[src/rtl/snake_pkg.sv]
// snake_pkg: shared UART FSM states, ASCII command codes and baud divisor helper
package snake_pkg;
  typedef enum logic [2:0] {IDLE, START, DATA, STOP, BREAK} uartState_e;
  localparam logic [7:0] CMD_UP = 8'd65, CMD_DOWN = 8'd66, CMD_RIGHT = 8'd67, CMD_LEFT = 8'd68;
  function automatic int uart_div(input int clkFreq, input int baud);
    return (clkFreq + baud / 2) / baud;
  endfunction
endpackage

[src/rtl/uart_rx_cmd_if.sv]
// uart_rx_cmd_if: serial line in, byte/strobe/frame-error out of the UART receiver
interface uart_rx_cmd_if;
  logic rx;
  logic [7:0] dataRX;
  logic WR_RX;
  logic frame_err;
  modport master(input rx, output dataRX, WR_RX, frame_err);
  modport slave(output rx, input dataRX, WR_RX, frame_err);
endinterface

[src/rtl/sync_2ff.sv]
// sync_2ff: two-flop synchroniser for asynchronous inputs with selectable reset value
module sync_2ff #(parameter logic RST_VAL = 1'b1) (
  input  logic clk,
  input  logic rst,
  input  logic d,
  output logic q
);
  logic meta;
  always_ff @(posedge clk)
    if (rst) {q, meta} <= {RST_VAL, RST_VAL};
    else {q, meta} <= {meta, d};
endmodule

[src/rtl/uart_rx_cmd.sv]
// uart_rx_cmd: 8N1 UART receiver feeding bytes and a stretched strobe to the snake core
module uart_rx_cmd import snake_pkg::*; #(
  parameter int CLK_FREQ = 31_500_000,
  parameter int BAUD = 115200,
  parameter int WR_HOLD = 4
) (
  input logic px_clk,
  input logic rst,
  uart_rx_cmd_if.master bus
);
  localparam int DIV = uart_div(CLK_FREQ, BAUD);
  localparam int HALF = DIV / 2;
  localparam int CW = $clog2(DIV);
  localparam int HW = $clog2(WR_HOLD);
  uartState_e state, nState;
  logic [CW-1:0] cnt, nCnt;
  logic [2:0] idx, nIdx;
  logic [7:0] sh, nSh, dataReg, nData;
  logic [HW-1:0] hc;
  logic rxS, frameErr, nErr, load, wr;
  sync_2ff #(.RST_VAL(1'b1)) uSync (.clk(px_clk), .rst(rst), .d(bus.rx), .q(rxS));
  always_ff @(posedge px_clk)
    if (rst) begin
      state <= IDLE;
      cnt <= '0;
      idx <= '0;
      sh <= '0;
      dataReg <= '0;
      frameErr <= 1'b0;
    end else begin
      state <= nState;
      cnt <= nCnt;
      idx <= nIdx;
      sh <= nSh;
      dataReg <= nData;
      frameErr <= nErr;
    end
  always_comb begin
    nState = state;
    nCnt = cnt;
    nIdx = idx;
    nSh = sh;
    nData = dataReg;
    nErr = 1'b0;
    load = 1'b0;
    case (state)
      IDLE: if (!rxS) begin
        nState = START;
        nCnt = '0;
      end
      START: if (cnt == CW'(HALF - 1)) begin
        nCnt = '0;
        nIdx = '0;
        nState = rxS ? IDLE : DATA;
      end else nCnt = cnt + 1'b1;
      DATA: if (cnt == CW'(DIV - 1)) begin
        nCnt = '0;
        nSh = {rxS, sh[7:1]};
        nIdx = idx + 3'd1;
        nState = idx == 3'd7 ? STOP : DATA;
      end else nCnt = cnt + 1'b1;
      STOP: if (cnt == CW'(DIV - 1)) begin
        nCnt = '0;
        nData = rxS ? sh : dataReg;
        load = rxS;
        nErr = !rxS;
        nState = rxS ? IDLE : BREAK;
      end else nCnt = cnt + 1'b1;
      BREAK: nState = rxS ? IDLE : BREAK;
      default: nState = IDLE;
    endcase
  end
  // Strobe stretcher is free-running so a new start bit can be tracked while WR_RX is still high
  always_ff @(posedge px_clk)
    if (rst) begin
      wr <= 1'b0;
      hc <= '0;
    end else if (load) begin
      wr <= 1'b1;
      hc <= HW'(WR_HOLD - 1);
    end else if (hc != '0) hc <= hc - 1'b1;
    else wr <= 1'b0;
  assign bus.dataRX = dataReg;
  assign bus.WR_RX = wr;
  assign bus.frame_err = frameErr;
endmodule

[src/flat_wrapper.sv]
// flat-port wrapper written by rule: the top's interface ports become plain ports
module uart_rx_cmd_flat import snake_pkg::*;
#(
  parameter int CLK_FREQ = 31_500_000,
  parameter int BAUD = 115200,
  parameter int WR_HOLD = 4
)
  (px_clk, rst, bus_rx, bus_dataRX, bus_WR_RX, bus_frame_err);
  uart_rx_cmd_if bus_i ();
  input logic px_clk;
  input logic rst;
  input wire logic [$bits(bus_i.rx)-1:0] bus_rx;
  output wire logic [$bits(bus_i.dataRX)-1:0] bus_dataRX;
  output wire logic [$bits(bus_i.WR_RX)-1:0] bus_WR_RX;
  output wire logic [$bits(bus_i.frame_err)-1:0] bus_frame_err;
  assign bus_i.rx = bus_rx;
  assign bus_dataRX = bus_i.dataRX;
  assign bus_WR_RX = bus_i.WR_RX;
  assign bus_frame_err = bus_i.frame_err;
  uart_rx_cmd #(.CLK_FREQ(CLK_FREQ), .BAUD(BAUD), .WR_HOLD(WR_HOLD)) u_core (.px_clk(px_clk), .rst(rst), .bus(bus_i));
endmodule
[config.mk]
export PLATFORM = sky130hd
export DESIGN_NAME = uart_rx_cmd_flat
export DESIGN_NICKNAME = d
export VERILOG_FILES = /design/src/rtl/snake_pkg.sv /design/src/rtl/uart_rx_cmd_if.sv /design/src/rtl/sync_2ff.sv /design/src/rtl/uart_rx_cmd.sv /design/src/flat_wrapper.sv
export SDC_FILE = /design/constraint.sdc
export NUM_CORES = 1
export LEC_CHECK = 0
export ABC_AREA = 1
export CORE_AREA = 2 2 58 60
export CTS_CLUSTER_SIZE = 10
export DETAILED_ROUTE_END_ITERATION = 8
export DIE_AREA = 0 0 60 62
export DONT_BUFFER_PORTS = 1
export PLACE_DENSITY = 0.75
export SLEW_MARGIN = 20
export SYNTH_ARGS = -nofsm -noshare
export SYNTH_HDL_FRONTEND = slang
export SYNTH_HIERARCHICAL = 1
export SYNTH_SLANG_ARGS = --single-unit
export TNS_END_PERCENT = 5
[constraint.sdc]
create_clock -name px_clk -period 1.9 [get_ports px_clk]
set_input_delay 0.285 -clock px_clk [delete_from_list [all_inputs] [get_ports px_clk]]
set_output_delay 0.285 -clock px_clk [all_outputs]
set_load 0.01 [all_outputs]
### Yosys cells after proc, flatten, opt, wreduce, memory -nomap -nowiden

Cells that the tools add are included.

| storage, ports and cells | value |
|---|---|
| register bits | 37 |
| latch bits | 0 |
| bits in writable memories | 0 |
| ROM bits | 0 |
| memories | 0 |

| cells by class | value |
|---|---|
| add/subtract/negate cells | 3 |
| multiply operators | 0 |
| div/mod/pow operators | 0 |
| magnitude comparators | 0 |
| eq/ne operators | 12 |
| shift-type cells | 0 |
| muxes and demuxes | 21 |
| bitwise gates (word level) | 2 |
| reduce and logical (&&, ||, !) cells | 13 |

Operator list:

| operator | number |
|---|---|
| 9-bit two-way mux | 3 |
| 9-bit case mux with 3 select lines | 1 |
| 3-bit two-way mux | 7 |
| 3-bit case mux with 5 select lines | 1 |
| 9-bit by 1-bit adder with 9-bit output, second input constant | 1 |
| 9-bit by 8-bit == test with 1-bit output, second input constant | 1 |
| 9-bit == test, second input constant | 1 |
| 2-bit by 1-bit != test with 1-bit output, second input constant | 4 |
| 3-bit by 2-bit == test with 1-bit output, second input constant | 2 |
| 3-bit == test, second input constant | 2 |
| 2-bit two-way mux | 3 |
| 3-bit case mux with 2 select lines | 1 |
| 3-bit AND reduction | 2 |
| 2-bit nonzero test | 3 |
| 1-bit two-way mux | 5 |
| 2-bit AND reduction | 2 |
| 4-bit AND reduction | 1 |
| 3-bit by 1-bit adder with 3-bit output, second input constant | 1 |
| 3-bit by 1-bit == test with 1-bit output, second input constant | 1 |
| 3-bit zero test | 1 |
| 3-bit nonzero test | 1 |
| 3-bit OR reduction | 1 |
| 2-bit != test, second input constant | 1 |
| 1-bit NOT | 2 |
| other kinds (3) | 3 |

### Logic depth before layout (Yosys ltp)

Gate-level depths: netlist of the first run.

| logic depth | value |
|---|---|
| depth after elaboration | 4 |
| mapped depth | 11 |
| gate-level depth less buffers | 10 |

### Cells and area by module

Netlist of the first run, hierarchy kept.

Modules (own cells, without submodules):

| module | instances | cells each | area each (um2) | sequential area each (um2) |
|---|---|---|---|---|
| uart_rx_cmd | 1 | 238 | 1762.9 | 700.7 |
| sync_2ff | 1 | 7 | 58.8 | 40.0 |

### Worst setup path after synthesis of the first run

OpenSTA, ideal clock, no wires.

| timing path | value |
|---|---|
| path type | register -> register |
| start point | register u_core.cnt[0] |
| end point | register u_core.cnt[7] |
| setup time | 0.122 ns |
| data arrival time | 1.273 ns |
| setup slack | 0.505 ns |
| cell stages (with the launch flop) | 10 |
| buffers on the path | 0 |
| clock period less this slack | 1.395 ns |
| cell sequence | dfxtp_1 > inv_1 > ha_1 > nand2_2 > nor2_2 > nand2_1 > nand2_2 > nand2_4 > o21ai_4 > nor2_2 |

| between the ends | value |
|---|---|
| word-level cells in the longest chain between the ends | 3 |
| elaborated cells on any way between the ends | 6 |
| classes of those cells | 1 x add/sub; 2 x eq/ne; 3 x mux |

Ends and longest elaborated chain:

| element | RTL line | RTL |
|---|---|---|
| start, declared | uart_rx_cmd.sv:16 | `logic [CW-1:0] cnt, nCnt;` |
| start signal, assigned | uart_rx_cmd.sv:32 | `cnt <= nCnt;` |
| 9-bit by 1-bit adder with 9-bit output, or another cell as far along | uart_rx_cmd.sv:55, uart_rx_cmd.sv:61, uart_rx_cmd.sv:68 |  |
| 9-bit two-way mux (on tied branches) | uart_rx_cmd.sv:56, uart_rx_cmd.sv:62, uart_rx_cmd.sv:51 |  |
| 9-bit case mux with 3 select lines * | uart_rx_cmd.sv:46 | `case (state)` |

Mark *: on every way between the ends. The rest lies on a longest branch, timed or not.
A chain may end at the register's enable or synchronous reset.

### Worst setup path in the final report of the first run

| timing path | value |
|---|---|
| start point | register u_core.cnt[0] |
| end point | register u_core.dataReg[6], in the netlist u_core/bus.dataRX[6] |

| between the ends | value |
|---|---|
| word-level cells in the longest chain between the ends | 2 |

Ends and longest elaborated chain:

| element | RTL line | RTL |
|---|---|---|
| 9-bit == test | uart_rx_cmd.sv:62 | `STOP: if (cnt == CW'(DIV - 1)) begin` |
| 3-bit AND reduction (no line) | n/a |  |
| end signal, assigned | uart_rx_cmd.sv:35 | `dataReg <= nData;` |
| end, declared | uart_rx_cmd.sv:18 | `logic [7:0] sh, nSh, dataReg, nData;` |

No other way between the ends.

==> flow_metrics.py, run 1 <==
metrics = {
    "critical_path": {
        "reg2reg_depth": 10,
        "critPathRequiredTime_ns": 2.19,
        "cp_max_fo": 10,
        "critPathKind": "register to register",
        "cp-end-kind": "register",
        "path_delay_family": "simple AND/OR/NAND/NOR gates",
        "critPathMaxStageDelay_ns": 0.35,
        "crit_chain": "inv_1 -> ha_1 -> nand2_2 -> clkinv_1 -> nand2_1 -> nor2_2 -> nand3_4 -> clkinv_2 -> nor2_1 -> nor2_1",
        "rrSetupSlack_ns": 0.36,
        "reg2reg_from": "u_core/cnt[0]",
        "arrival_ns": 1.83,
        "r2r_end": "u_core/bus.dataRX[6]",
        "start_kind": "register",
        "cp.depth": 10,
        "crit_top_cell": "nor2_1",
        "crit_slowest_cell": "dfxtp_1",
        "critPathLaunch": "u_core/cnt[0]",
        "endpoint": "u_core/bus.dataRX[6]",
        "path_buf_inv": 3,
    },
    "synth": {
        "synth-compound-area-share_pct": 9.34,
        "synth_top_area_share_pct": 40.7,
        "synth_top_family_by_area": "simple AND/OR/NAND/NOR gates",
        "synth_area_sq_mm": 0.00182,
        "synthMuxAreaShare_pct": 0,
        "yosysSeqAreaShare_pct": 40.7,
        "synth_xor_xnor_area_share_pct": 2.88,
        "synth_ff_type": "dfxtp_1",
        "ys_seq_elements": 37,
        "synth_edf_count": 0,
        "syn_nets": 253,
        "yosys.area.top_type": "dfxtp_1",
        "ys_async_sr_fraction_pct": 0,
        "ys_types": 27,
        "synth_area_leaders": "dfxtp_1 (41%), nand2_1 (10%), nor2_1 (7.8%), nand3_1 (5.2%), inv_1 (4.5%)",
        "yosys.area_share.simple_pct": 34.3,
        "yosysWarningCount": 6,
        "synthAdderAreaFrac_pct": 3.43,
        "syn_area_per_cell_sq_um": 7.44,
        "synthCells": 245,
    },
    "clocking": {
        "cts-resized-gates": 0,
        "clk-insertion-delay-late_ns": 0.35,
        "cts_tree": "built",
        "cts_setup_buffers": 0,
        "clk_pin_slew_worst_paths_ns": 0.11,
        "cts_buffer_depth": 2,
        "clock_sinks": 37,
        "cts_made_buffers": 5,
        "root_buffer": "clkbuf_4",
        "holdBufCountCts": 1,
        "htree_levels": 2,
    },
    "placed_design": {
        "dpl.cell_count": 287,
        "placed_cell_area_sq_mm": 0.00184,
        "io_buffers": 0,
        "gp_congestion": 0.827,
        "hpwl_mm": 2.27,
    },
    "cells_and_area": {
        "drive_gt1_share_pct": 16.4,
        "fillers": 318,
        "nets": 257,
        "stdcell_count": 296,
        "final_core_util_pct": 60.0,
        "area_growth_pct": 4.67,
        "diodes": 0,
        "final_cell_area_sq_mm": 0.00191,
    },
    "global_routing": {
        "overflow": 0,
        "antenna_found_initial": 0,
        "grt_pass1_vias": 1232,
        "grt_pass1_wl_mm": 5.06,
        "grt_max_degree": 17,
        "globalRouteTotalUtil_pct": 18.4,
    },
    "sta": {
        "post-route-period-util_pct": 81.1,
        "min_period_ns": 1.54,
        "slew_viol_final": 0,
        "tns_ns": 0,
        "holdWs_ns": 0.0259,
        "skew_ns": 0.0112,
        "clock.fmax_mhz": 649,
        "setup_viol_count_final": 0,
        "hold_violations": 0,
        "worst_slew_pin_slew_ns": 0.541,
        "timing.slew.headroom_pct": 63.8,
        "rsz0062_at_grt": "no",
    },
    "die": {
        "rows": 21,
        "ioPinCount": 13,
        "die-area_sq_mm": 0.00372,
        "start_util_pct": 57.3,
        "core_area_sq_mm": 0.00318,
        "die_w_um": 60,
        "die_y_um": 62,
    },
    "route": {
        "drt_iter0_markers": 59,
        "via_per_inst": 4.86,
        "first_pass_iters": 5,
        "vias": 1439,
        "drt_wl_total_mm": 3.04,
        "wl_per_cell_um": 10.3,
        "antenna_left": 0,
        "drc_errors": 0,
    },
    "flow_run": {
        "maxCapViolations": 0,
    },
    "pwr": {
        "power.density_mw_per_mm2": 952,
        "power.leakage_nw": 0.757,
        "vdd_drop_max_mv": 0.498,
    },
    "hold_path": {
        "worstHoldPathType": "primary input to register",
    },
    "run_status": {
        "status": "finished, final reports clean",
    },
}
[metal layers]
layer	GRT usage (%)	routed length, um
met3	5.18	134
met4	8.89	63
met2	30.3	1410
met5	0	0
met1	22.1	1430
[power by group]
part           internal, mW  switching, mW
Combinational         0.178          0.371
Sequential            0.828         0.0447
Clock                 0.139          0.256
[cells by family (layout without fill, tap and decap cells)]
family / count (synthesis) / in the layout
simple gates: 131 / 131
flops: 37 / 37
buf+inv: 37 / 42
compound gates: 29 / 29
xor+xnor: 6 / 6
fa+ha+maj: 5 / 5
[worst reg2reg max path, delay by kind of cell, from the launching register on]
family	cells	cell delay, ns
adder cells (fa/ha/maj)	1	0.15
buffers and inverters	3	0.28
flip-flops	1	0.35
AND/OR/NAND/NOR	6	0.71
[per-stage QoR]
step	power, mW	setup slack (ns)
after global placement	1.42	0.375
after CTS	1.84	0.304
after floorplan	1.35	0.505
after detailed placement	1.43	0.328
after global routing	1.96	0.190
final	1.82	0.358
[worst min path at each step]
| stage | slack, ns | depth (start not counted) | to | from |
|---|---|---|---|---|
| floorplan | 0.35 | 1 | u_core/bus.WR_RX | rst |
| global placement | 0.36 | 1 | u_core/cnt[1] | rst |
| detailed placement | 0.36 | 1 | u_core/sh[7] | rst |
| CTS | 0.008 | 2 | u_core/uSync/meta | bus_rx |
| global route | 0.02 | 2 | u_core/uSync/meta | bus_rx |
| finish | 0.03 | 2 | u_core/uSync/meta | bus_rx |
[Yosys cell counts, types with 2 or more instances]
library cell and number:
nand2_1 50, nor2_1 38, dfxtp_1 37, inv_1 22, nand3_1 19, a21oi_1 14, nor2_2 10, o21ai_1 10
inv_2 7, xor2_1 6, ha_1 5, nand2_2 5, buf_6 3, nand3_4 3, buf_4 2, nor3_1 2
o21ai_0 2
[state kept, by name, indices dropped and copies added (netlist names)]
signal	flops
u_core/idx	3
u_core/state	3
u_core/bus.dataRX	8
u_core/cnt	9
u_core/uSync/meta	1
u_core/hc	2
u_core/uSync/q	1
u_core/bus.WR_RX	1
u_core/bus.frame_err	1
u_core/sh	8
[cells in the final DEF, fill, tap and decap left out]
cell type / instances
nand2_1: 50
xor2_1: 6
nand3_4: 3
nor3_2: 1
inv_1: 22
inv_2: 7
o21ai_4: 1
ha_1: 5
nand2_4: 1
clkbuf_4: 5
or2_0: 1
nor2_2: 10
clkinv_1: 1
o21bai_1: 1
o21ai_0: 2
dlygate4sd3_1: 1
a21oi_1: 14
a21oi_4: 1
o21ai_1: 10
buf_4: 2
dfxtp_1: 37
nor3_4: 1
nor3_1: 2
nor2_1: 38
nand2_2: 5
clkinv_2: 3
nand3_1: 19
clkinvlp_4: 1
[final cells by class]
class / instances / area [sq um] / share of cell area (%)
sequential: 37 / 741 / 38.8
timing repair buffer: 3 / 25.0 / 1.31
multi-input combinational: 171 / 911 / 47.8
tap: 46 / 57.6 / 3.02
clock inverter: 3 / 17.5 / 0.919
inverter: 31 / 118 / 6.17
clock buffer: 5 / 37.5 / 1.97
Note: power is estimated with default switching activity, not from simulation.
==> run 2, diff against run 1 <==
--- a/config.mk
+++ b/config.mk
@@ -5,13 +5,13 @@
 export SDC_FILE = /design/constraint.sdc
 export NUM_CORES = 1
 export LEC_CHECK = 0
-export ABC_AREA = 1
-export CORE_AREA = 2 2 58 60
+export ABC_AREA = 0
+export CORE_AREA = 2 2 60 62
 export CTS_CLUSTER_SIZE = 10
 export DETAILED_ROUTE_END_ITERATION = 8
-export DIE_AREA = 0 0 60 62
+export DIE_AREA = 0 0 62 64
 export DONT_BUFFER_PORTS = 1
-export PLACE_DENSITY = 0.75
+export PLACE_DENSITY = 0.7
 export SLEW_MARGIN = 20
 export SYNTH_ARGS = -nofsm -noshare
 export SYNTH_HDL_FRONTEND = slang
==> constraint.sdc (replaced) <==
create_clock -name px_clk -period 1.36 [get_ports px_clk]
set_input_delay 0.204 -clock px_clk [delete_from_list [all_inputs] [get_ports px_clk]]
set_output_delay 0.204 -clock px_clk [all_outputs]
set_load 0.01 [all_outputs]
==> flow_metrics.py, run 2 <==
metrics = {
    "cells_and_area": {
        "nets": 234,
        "area_growth_pct": 33.4,
        "final_core_util_pct": 70.5,
        "drive_gt1_share_pct": 32.2,
        "stdcell_count": 273,
        "mostFrequentLayoutCell": "dfxtp_1",
        "largest_register_ffs": 9,
        "regMostFlops": "u_core/cnt",
        "final_cell_mix": "dfxtp_1 (31), buf_4 (29), nor2_1 (21)",
        "diodes": 0,
        "fillers": 263,
    },
    "synth": {
        "synthCells": 188,
        "synth_ff_type": "dfxtp_1",
        "yosysSeqAreaShare_pct": 42.7,
        "syn_nets": 196,
        "ys_async_sr_fraction_pct": 0,
        "synth_edf_count": 0,
        "synth_top_area_share_pct": 42.7,
        "ys_types": 40,
        "synth.most_common_cell": "dfxtp_1",
        "yosys.area.top_type": "dfxtp_1",
        "synth_area_leaders": "dfxtp_1 (43%), mux2i_1 (12%), nor2_1 (4.5%), ha_1 (3.6%), nand4_1 (3.2%)",
        "yosysWarningCount": 6,
        "ys_seq_elements": 37,
        "synth_area_sq_mm": 0.00174,
        "synthTopCellsByCount": "dfxtp_1 (37), nor2_1 (21), mux2i_1 (20), nand2_1 (13)",
        "syn_area_per_cell_sq_um": 9.23,
    },
    "run_status": {
        "status": "complete, but fails checks",
        "violations": "setup timing",
    },
    "global_routing": {
        "grt_max_degree": 34,
        "overflow": 0,
        "grt_pass1_vias": 1492,
        "antenna_found_initial": 0,
        "grt_pass1_wl_mm": 6.56,
        "globalRouteTotalUtil_pct": 21.6,
    },
    "hold_path": {
        "worstHoldPathType": "primary input to register",
    },
    "sta": {
        "skew_ns": 0.00795,
        "worst_slew_pin_slew_ns": 0.904,
        "setup_viol_count_final": 33,
        "hold_violations": 0,
        "min_period_ns": 1.66,
        "clock.fmax_mhz": 603,
        "holdWs_ns": 0.0351,
        "tns_ns": -4.55,
        "post-route-period-util_pct": 122,
        "slew_viol_final": 0,
        "timing.slew.headroom_pct": 39.6,
        "rsz0062_at_grt": "yes",
        "fin_ws_ns": -0.298,
    },
    "flow_run": {
        "maxCapViolations": 0,
    },
    "placed_design": {
        "dpl.cell_count": 255,
        "gp_congestion": 0.810,
        "hpwl_mm": 2.68,
        "io_buffers": 0,
    },
    "clocking": {
        "cts_tree": "built",
        "root_buffer": "clkbuf_4",
        "clk_pin_slew_worst_paths_ns": 0.12,
        "cts_made_buffers": 5,
        "htree_levels": 2,
        "clock_sinks": 37,
        "clk-insertion-delay-late_ns": 0.35,
        "cts_buffer_depth": 2,
    },
    "pwr": {
        "power.leakage_nw": 0.968,
        "power.density_mw_per_mm2": 881,
        "fin_total_pwr_mw": 2.04,
        "vdd_drop_max_mv": 0.866,
    },
    "critical_path": {
        "critPathRequiredTime_ns": 1.64,
        "arrival_ns": 1.94,
        "start_kind": "register",
        "cp_max_fo": 4,
        "critPathKind": "register to register",
        "cp-end-kind": "register",
    },
    "route": {
        "wl_per_cell_um": 15.0,
        "antenna_left": 0,
        "vias": 1538,
        "first_pass_iters": 4,
        "drt_iter0_markers": 56,
        "drt_wl_total_mm": 4.10,
        "via_per_inst": 5.63,
        "drc_errors": 0,
    },
    "die": {
        "die_w_um": 62,
        "die-area_sq_mm": 0.00397,
        "core_area_sq_mm": 0.00328,
        "start_util_pct": 52.8,
        "ioPinCount": 13,
        "rows": 21,
        "die_y_um": 64,
    },
}
==> run 2: cell types whose count changed in the layout (fill, tap and decap cells not counted), moves of 12 or more <==
cell | before | now
nor2_1 | 38 | 21
nand2_1 | 50 | 13
mux2i_1 | 0 | 20
inv_1 | 22 | 6
buf_4 | 2 | 29
nand3_1 | 19 | 7
==> run 2: per-layer routing <==
metal / share of wire, % / GRT usage, % / up-vias / routed length [um]
met5: 0 / 0 / - / 0
met1: 44 / 28.4 / 757 / 1820
li1: - / - / 747 / -
met2: 51 / 34.1 / 26 / 2090
met4: 1.5 / 6.91 / 0 / 63
met3: 3.2 / 5.47 / 8 / 133
==> run 2: report_power, final <==
part	switching, mW	internal [mW]
Sequential	0.0140	1.11
Combinational	0.112	0.119
Clock	0.375	0.309
Total	0.502	1.54
==> run 2: kinds of logic after synthesis <==
| family | after synthesis | share of synthesized area [%] |
|---|---|---|
| AND/OR/NAND/NOR | 81 | 26.2 |
| flip-flops | 37 | 42.7 |
| AO/OA/AOI/OAI | 25 | 10.5 |
| multiplexers | 21 | 12.2 |
| buffers and inverters | 17 | 3.89 |
| adder cells (fa/ha/maj) | 5 | 3.60 |
| XOR/XNOR | 2 | 1.01 |
==> run 2: cell type report <==
class,count,area [sq um],area share [%]
inverters,8,32.5,1.41
repair buffers,40,370,16.0
well taps,46,57.6,2.49
multi-input cells,134,1020,44.3
clock buffers,7,65.1,2.81
flip-flops and latches,37,756,32.6
clock inverters,1,8.76,0.378
==> run 2: per-stage QoR <==
step,instance area [sq um],setup slack (ns)
floorplan,1760,-0.217
global placement,2030,-0.182
detailed placement,2030,-0.263
CTS,2180,-0.214
global route,2310,-0.311
finish,2310,-0.298
==> run 2: final timing paths <==
kind	from	end	slack, ns	depth (start not counted)
worst max register to register	u_core/cnt[2]	u_core/idx[0]	-0.30	6
worst min register to register	u_core/idx[1]	u_core/idx[1]	0.50	2
worst max-delay path	u_core/cnt[2]	u_core/idx[0]	-0.30	6
worst min-delay path	rst	u_core/idx[1]	0.04	2
==> run 2: critical path, stage by stage (launching register included) <==
cell	delay [ns]
dfxtp_2	0.37
and4bb_2	0.28
buf_6	0.12
and3b_1	0.17
o211ai_1	0.27
buf_4	0.19
mux2i_1	0.20
==> run 2: repair_timing <==
item	4_1_cts	5_1_grt
gates resized for setup	14	15
pin swaps	10	11
hold endpoints to repair	26	24
setup buffers	1	5
gates cloned	0	0
hold buffers	3	1
setup endpoints to repair	35	35
